===== src/rtl/alu_seq_if.sv =====
// Request/result bundle for alu_seq.
// The master issues operations and consumes results; the slave is the ALU.
interface alu_seq_if #(parameter int len = 8);
  logic           in_valid;
  logic           in_ready;
  logic [1:0]     op;
  logic [len-1:0] A;
  logic [len-1:0] B;
  logic           out_valid;
  logic           out_ready;
  logic [len-1:0] S;
  logic           carry;
  logic           zero;

  modport master (
    output in_valid, op, A, B, out_ready,
    input  in_ready, out_valid, S, carry, zero
  );

  modport slave (
    input  in_valid, op, A, B, out_ready,
    output in_ready, out_valid, S, carry, zero
  );
endinterface


===== src/rtl/alu_seq.sv =====
// Sequential ALU: single-cycle add/sub, shifts at one bit per cycle, valid/ready on both sides.
// Define ALU_SEQ_FLAGS_EN to build the carry/zero flag logic; otherwise both flags read 0.
module alu_seq #(
  parameter int len = 8
) (
  input logic       clk,
  input logic       rst,
  alu_seq_if.slave  bus
);

  localparam int CW = $clog2(len + 1);

  localparam logic [1:0] IDLE = 2'd0;
  localparam logic [1:0] EXEC = 2'd1;
  localparam logic [1:0] DONE = 2'd2;

  localparam logic [1:0] OP_ADD = 2'd0;
  localparam logic [1:0] OP_SUB = 2'd1;
  localparam logic [1:0] OP_SHR = 2'd3;

  localparam logic [len-1:0] LEN_B = len'(len);
  localparam logic [CW-1:0]  LEN_C = CW'(len);

  logic [1:0]     state_q, state_d;
  logic [len-1:0] work_q,  work_d;
  logic [CW-1:0]  cnt_q,   cnt_d;
  logic           shr_q,   shr_d;
  logic [CW-1:0]  n_w;

  // Counts above len are clamped so the counter never wraps.
  function automatic logic [CW-1:0] clamp_count(input logic [len-1:0] b);
    if (b >= LEN_B) return LEN_C;
    return b[CW-1:0];
  endfunction

  always_comb begin
    state_d = state_q;
    work_d  = work_q;
    cnt_d   = cnt_q;
    shr_d   = shr_q;
    n_w     = clamp_count(bus.B);
    case (state_q)
      IDLE: begin
        if (bus.in_valid) begin
          shr_d = (bus.op == OP_SHR);
          case (bus.op)
            OP_ADD: begin
              work_d  = bus.A + bus.B;
              state_d = DONE;
            end
            OP_SUB: begin
              work_d  = bus.A - bus.B;
              state_d = DONE;
            end
            default: begin
              work_d  = bus.A;
              cnt_d   = n_w;
              state_d = (n_w == '0) ? DONE : EXEC;
            end
          endcase
        end
      end
      EXEC: begin
        work_d = shr_q ? (work_q >> 1) : (work_q << 1);
        cnt_d  = cnt_q - 1'b1;
        if (cnt_q == CW'(1)) state_d = DONE;
      end
      DONE: begin
        if (bus.out_ready) state_d = IDLE;
      end
      default: state_d = IDLE;
    endcase
  end

  always_ff @(posedge clk) begin
    if (rst) begin
      state_q <= IDLE;
      work_q  <= '0;
      cnt_q   <= '0;
      shr_q   <= 1'b0;
    end else begin
      state_q <= state_d;
      work_q  <= work_d;
      cnt_q   <= cnt_d;
      shr_q   <= shr_d;
    end
  end

  assign bus.in_ready  = (state_q == IDLE);
  assign bus.out_valid = (state_q == DONE);
  assign bus.S         = work_q;

`ifdef ALU_SEQ_FLAGS_EN
  logic           carry_q, carry_d;
  logic           zero_q,  zero_d;
  logic [len:0]   sum_w;

  // Carry tracks the last bit shifted out; zero is captured on entry to DONE.
  always_comb begin
    carry_d = carry_q;
    zero_d  = zero_q;
    sum_w   = {1'b0, bus.A} + {1'b0, bus.B};
    case (state_q)
      IDLE: begin
        if (bus.in_valid) begin
          case (bus.op)
            OP_ADD:  carry_d = sum_w[len];
            OP_SUB:  carry_d = (bus.A < bus.B);
            default: carry_d = 1'b0;
          endcase
        end
      end
      EXEC:    carry_d = shr_q ? work_q[0] : work_q[len-1];
      default: carry_d = carry_q;
    endcase
    if (state_d == DONE && state_q != DONE) zero_d = (work_d == '0);
  end

  always_ff @(posedge clk) begin
    if (rst) begin
      carry_q <= 1'b0;
      zero_q  <= 1'b0;
    end else begin
      carry_q <= carry_d;
      zero_q  <= zero_d;
    end
  end

  assign bus.carry = carry_q;
  assign bus.zero  = zero_q;
`else
  assign bus.carry = 1'b0;
  assign bus.zero  = 1'b0;
`endif

endmodule


===== src/flat_wrapper.sv =====
// flat-port wrapper written by rule: the top's interface ports become plain ports
module alu_seq_flat 
#(
  parameter int len = 8
)
  (clk, rst, bus_in_valid, bus_op, bus_A, bus_B, bus_out_ready, bus_in_ready, bus_out_valid, bus_S, bus_carry, bus_zero);
  alu_seq_if #(.len(len)) bus_i ();
  input logic clk;
  input logic rst;
  input wire logic [$bits(bus_i.in_valid)-1:0] bus_in_valid;
  input wire logic [$bits(bus_i.op)-1:0] bus_op;
  input wire logic [$bits(bus_i.A)-1:0] bus_A;
  input wire logic [$bits(bus_i.B)-1:0] bus_B;
  input wire logic [$bits(bus_i.out_ready)-1:0] bus_out_ready;
  output wire logic [$bits(bus_i.in_ready)-1:0] bus_in_ready;
  output wire logic [$bits(bus_i.out_valid)-1:0] bus_out_valid;
  output wire logic [$bits(bus_i.S)-1:0] bus_S;
  output wire logic [$bits(bus_i.carry)-1:0] bus_carry;
  output wire logic [$bits(bus_i.zero)-1:0] bus_zero;
  assign bus_i.in_valid = bus_in_valid;
  assign bus_i.op = bus_op;
  assign bus_i.A = bus_A;
  assign bus_i.B = bus_B;
  assign bus_i.out_ready = bus_out_ready;
  assign bus_in_ready = bus_i.in_ready;
  assign bus_out_valid = bus_i.out_valid;
  assign bus_S = bus_i.S;
  assign bus_carry = bus_i.carry;
  assign bus_zero = bus_i.zero;
  alu_seq #(.len(len)) u_core (.clk(clk), .rst(rst), .bus(bus_i));
endmodule

===== config.mk =====
export PLATFORM = sky130hd
export DESIGN_NAME = alu_seq_flat
export DESIGN_NICKNAME = d
export VERILOG_FILES = /design/src/rtl/alu_seq_if.sv /design/src/rtl/alu_seq.sv /design/src/flat_wrapper.sv
export SDC_FILE = /design/constraint.sdc
export NUM_CORES = 1
export LEC_CHECK = 0
export CORE_MARGIN = 3
export CORE_UTILIZATION = 50
export CTS_BUF_LIST = sky130_fd_sc_hd__clkbuf_16
export DETAILED_ROUTE_END_ITERATION = 12
export GPL_ROUTABILITY_DRIVEN = 0
export GPL_TIMING_DRIVEN = 0
export PLACE_DENSITY = 0.91
export SLEW_MARGIN = 30
export SYNTH_ARGS = -nofsm -noshare
export SYNTH_HDL_FRONTEND = slang
export SYNTH_SLANG_ARGS = --single-unit

===== constraint.sdc =====
create_clock -name clk -period 2.1 [get_ports clk]
set_input_delay 0.21 -clock clk [delete_from_list [all_inputs] [get_ports clk]]
set_output_delay 0.21 -clock clk [all_outputs]
set_load 0.05 [all_outputs]

Word-level counts from Yosys, hierarchy flattened
Cells that the tools add are included.

Flip-flop bits (word level): 15. Word-level logic and storage cells: 42. Input bits: 22. Output and inout bits: 12.

Add/sub/neg operators: 3. Reductions and logical operators: 9. Order comparisons: 1. Muxes and demuxes: 16. Eq/ne operators: 9.

Operator list (number): case mux 8 bit (2 select lines) (2); 2-to-1 mux 4 bit (4); 2-to-1 mux 8 bit (2); 2-to-1 mux 2 bit (5); adder 8 bit (1); >= comparator 8 x 4 -> 1 bit (second input constant) (1); case mux 4 bit (2 select lines) (1); subtractor 8 bit (1); inequality test 2 bit (second input constant) (3); case mux 2 bit (3 select lines) (1); AND reduction 3 bit (2); equality test 2 x 1 -> 1 bit (second input constant) (2); equality test 2 bit (second input constant) (2); equality test 4 x 1 -> 1 bit (second input constant) (1); zero test 2 bit (2); zero test 4 bit (1); AND reduction 2 bit (2); subtractor 4 x 1 -> 4 bit (second input constant) (1); inequality test 2 x 1 -> 1 bit (second input constant) (1); nonzero test 2 bit (1); OR reduction 2 bit (1); 2-to-1 mux 1 bit (1).

Depth between registers and ports, before layout
Depth in word-level cells: 8. Depth in mapped cells: 11. Mapped depth without buffers: 10.

Worst setup path before layout
Ideal clock, no wire load.

Path kind: input-to-reg. Start: in bus_op[1]. End: reg u_core.work_q[4], in the netlist u_core.bus.S[4]. Stages: 10. Setup time: 0.086 ns. Required time: 2.014 ns. Arrival time: 1.854 ns. Path buffers: 2. Path slack: 0.161 ns. Cells stage by stage: buf_4 -> nor2b_4 -> buf_6 -> mux2i_1 -> fa_1 -> a21o_1 -> a21oi_1 -> xnor2_1 -> mux2i_1 -> a211oi_1.

Longest elaborated chain between the ends: 4. Elaborated cells between the ends (all ways): 5. Classes of those cells: eq/ne: 1; mux: 3; reduce/logical: 1.

RTL lines: from (decl) (line flat_wrapper.sv:11) `input wire logic [$bits(bus_i.op)-1:0] bus_op;`; equality test 2 x 1 -> 1 bit or zero test 2 bit (tied branches) (line alu_seq.sv:46) `case (bus.op)`; case mux 8 bit (2 select lines) (*) (line alu_seq.sv:46); 2-to-1 mux 8 bit (*) (line alu_seq.sv:44) `if (bus.in_valid) begin`; case mux 8 bit (2 select lines) (*) (line alu_seq.sv:42) `case (state_q)`; to (signal assigned) (line alu_seq.sv:83) `work_q <= work_d;`; to (decl) (line alu_seq.sv:25) `logic [len-1:0] work_q, work_d;`.

Mark *: on every way between the ends. The rest lies on a longest branch, timed or not. The select of a mux whose other input is x is not followed. A chain may end at the register's enable or synchronous reset.

Worst setup path after layout
Start: in bus_B[3]. End: reg u_core.work_q[7], in the netlist u_core.bus.S[7].

Longest elaborated chain between the ends: 4. Elaborated cells between the ends (all ways): 5. Classes of those cells: add/sub: 2; mux: 3.

RTL lines: from (decl) (line flat_wrapper.sv:13) `input wire logic [$bits(bus_i.B)-1:0] bus_B;`; subtractor 8 bit or adder 8 bit (tied branches) (line alu_seq.sv:52, alu_seq.sv:48); case mux 8 bit (2 select lines) (*) (line alu_seq.sv:46); 2-to-1 mux 8 bit (*) (line alu_seq.sv:44); case mux 8 bit (2 select lines) (*) (line alu_seq.sv:42).

Marks and branches as above.

==> impl_metrics.toml <==
[finish]
nets = 263
fillerInstances = 215
multi_input_combinational_cell_area_um2 = 1119
num_antenna_cells = 0
mostFrequentLayoutCell = "sky130_fd_sc_hd__clkdlybuf4s50_1"
ff_latch_area_um2 = 300.3
layout-drive-gt1-share_pct = 21.40
syn2layout_area_growth_pct = 34.63
most-common-layout-cells = "sky130_fd_sc_hd__clkdlybuf4s50_1, sky130_fd_sc_hd__nor2_1, sky130_fd_sc_hd__dfxtp_1, sky130_fd_sc_hd__a21oi_1"

[power]
power.leakage_nw = 0.7939
p_per_area_nw_per_um2 = 707.6
power.ir.vdd_worst_mv = 0.6772

[global_route]
grt_pass1_vias = 1378
grt_antenna_before_repair = 0
globalRouteTotalUtil_pct = 22.72
grt_max_degree = 11
wire_length_of_the_first_global_routing_pass_um = 6237
gr-total-overflow = 0

[route]
routed_wirelength_um = 3932
drt-vias-per-instance = 5.769
route.vias.total = 1500
drtAntennaViolNets = 0
detail_route.drc_violations = 0
drt-pass1-iter-count = 5
detailedRoute.firstIterationViolations = 104
drt-wirelength-per-cell_um = 15.12

[timing]
report.final.hold_viol_count = 0
final_setup_violating_endpoints = 0
fmaxAchievable_mhz = 489.3
max_slew.worst_pin.slew_ns = 0.4975
final.setup.worst_slack_ns = 0.05613
min_period_ns = 2.044
final-max-slew-violation-count = 0
timing.max_slew.rel_slack_pct = 66.73
layout_worst_path_cycle_share_pct = 97.33
worst_hold_slack_ns = 0.2649
fin_setup_tns_ns = 0
fin_skew_ns = 0.002121

[yosys]
mappedNetlistArea_um2 = 1481
synth.yosys.seq_area_share_pct = 20.27
postSynthRegisterBits = 15
synth_cells = 187
synth_flop_cell = "sky130_fd_sc_hd__dfxtp_1"
synth.avg_cell_area_um2 = 7.922
asyncSetResetFlopFracSynth_pct = 0
ys.warnings.count = 0
synthDistinctLibCells = 41
synth_edf_count = 0

[clocking]
h-tree-depth = 1
tritoncts = "built"
clock_path_buffers = 2
numCtsBuffers = 3
worstSkewPairLatency_ns = 0.25
cts_sinks = 15
clk_pin_slew_worst_paths_ns = 0.05
clockRootBuffer = "sky130_fd_sc_hd__clkbuf_16"

[hold_path]
min_delay_src = "bus_op[0]"
holdPathEnd = "u_core.shr_q"
min-delay-path-class = "input pin to flip-flop"
timing.hold.worst_path_depth = 3

[worst_setup_path]
critPathTopFamily = "compound AO/OA/AOI/OAI gates"
timing.critical_path.from_type = "input pin"
worstPathRequired_ns = 2.28
critical_path.n_buffers_inverters = 1
worst_path_largest_cell_delay_ns = 0.33
timing.reg2reg.setup_slack_ns = 0.60
timing.setup.critical_path_class = "input pin to flip-flop"
worst-path-max-fanout = 4
timing.critical_path.cells = "dlygate4sd2_1 -> nor3_4 -> a31oi_1 -> xnor2_1 -> ha_1 -> a21oi_1 -> o21ai_0 -> a21oi_2 -> xnor2_2 -> mux2i_1"
r2r_end = "u_core.cnt_q[2]"
number_of_cells_on_the_worst_reg_to_reg_path = 6
rr_startpoint = "u_core.state_q[0]"
worst_endpoint_data_arrival_time_ns = 2.22
worst_path_max_delay_cell = "sky130_fd_sc_hd__ha_1"
crit_path_end_kind = "flip-flop"

[place]
port_buffers = 30
place_ws_ns = -0.6997
place_hpwl_um = 2842

[die]
initial_utilization_pct = 53.26
placeableCoreArea_um2 = 2781
rows = 19
num_io_pins = 34
die_area_um2 = 3652
die_y_um = 60.43
width_of_the_die_um = 60.43

[run]
cap_viol_max_count = 0

[status]
outcome = "completed"
[worst min-delay path: stages]
cell and delay [ns]:
sky130_fd_sc_hd__clkbuf_2 0.11, sky130_fd_sc_hd__nand3_1 0.08, sky130_fd_sc_hd__a21oi_1 0.06
[synthesized netlist by cell type, drive strengths merged, types with 3 or more instances]
library cell	count	area (um2)
dfxtp	15	300.3
inv	11	41.29
nand2	10	37.54
nor2	22	82.58
a31oi	6	43.79
a211oi	8	60.06
ha	10	125.1
mux2	3	33.78
xnor2	10	87.58
a311oi	3	26.28
mux2i	8	80.08
buf	11	77.57
a21oi	19	98.85
nand3b	4	30.03
nor3b	4	41.29
nor3	7	57.55
nor2b	5	38.78
o21ai	11	55.05
[final cells by class]
cell class | count | area share, %
plain buffers | 12 | 4.078
clock buffers | 3 | 3.764
multi-input cells | 150 | 56.09
flip-flops and latches | 15 | 15.06
inverters | 11 | 2.070
well taps | 31 | 1.945
repair buffers | 37 | 16.81
clock inverters | 1 | 0.1882
[state kept, by name, indices dropped and copies added, names as in the netlist]
name	cells
u_core.state_q	2
u_core.shr_q	1
u_core.bus.S	8
u_core.cnt_q	4
[cell families after synthesis]
family | after synthesis | synth area share [%]
AO/OA/AOI/OAI | 57 | 25.08
other | 1 | 0.2531
adder cells (fa/ha/maj) | 11 | 9.797
multiplexers | 11 | 7.686
flip-flops | 15 | 20.27
buffers and inverters | 23 | 8.277
AND/OR/NAND/NOR | 58 | 22.13
XOR/XNOR | 11 | 6.503
[metrics by stage]
step | area (um2) | total power [W] | utilization [%] | std cells
finish | 1994 | 0.001411 | 71.70 | 260
global route | 1994 | 0.001482 | 71.70 | 260
CTS | 1954 | 0.001375 | 70.27 | 257
detailed placement | 1824 | 0.0009852 | 65.59 | 249
global placement | 1824 | 0.0009668 | 65.59 | 249
floorplan | 1485 | 0.0007979 | - | 188
[how the worst max path moves through the flow]
stage          startpoint              end  slack [ns]  depth (start not counted)
6_report         bus_B[3]  u_core.bus.S[7]        0.06                         10
5_1_grt          bus_B[3]  u_core.bus.S[7]       -0.01                         10
4_1_cts          bus_B[0]  u_core.bus.S[7]        0.01                         11
3_5_place_dp     bus_B[0]  u_core.bus.S[7]       -0.70                         11
3_3_place_gp     bus_B[0]  u_core.bus.S[7]       -0.58                         11
2_1_floorplan   bus_op[1]  u_core.bus.S[4]        0.16                         10
[report_power, final]
group          switching (W)  total, W  internal (W)
combinational       0.000392  0.000683      0.000291
sequential         0.0000343  0.000357      0.000323
clock               0.000119  0.000371      0.000252
[layer usage]
metal / part of all wire, % / global-route usage, % / vias up / wire, um
met1: 45 / 28.66 / 681 / 1758
met4: 2.7 / 9.907 / 0 / 106
met5: 0 / 0 / - / 0
met3: 4.4 / 2.128 / 9 / 173
li1: - / - / 758 / -
met2: 48 / 39.35 / 52 / 1894
[timing repair]
| action | in CTS | in global routing |
|---|---|---|
| hold buffers | 0 | 0 |
| buffers inserted | 4 | 3 |
| gates resized for setup | 17 | 15 |
| gates cloned | 0 | 0 |
| pin swaps | 10 | 12 |
| setup endpoints to repair | 7 | 6 |
(Power assumes the default switching activity.)
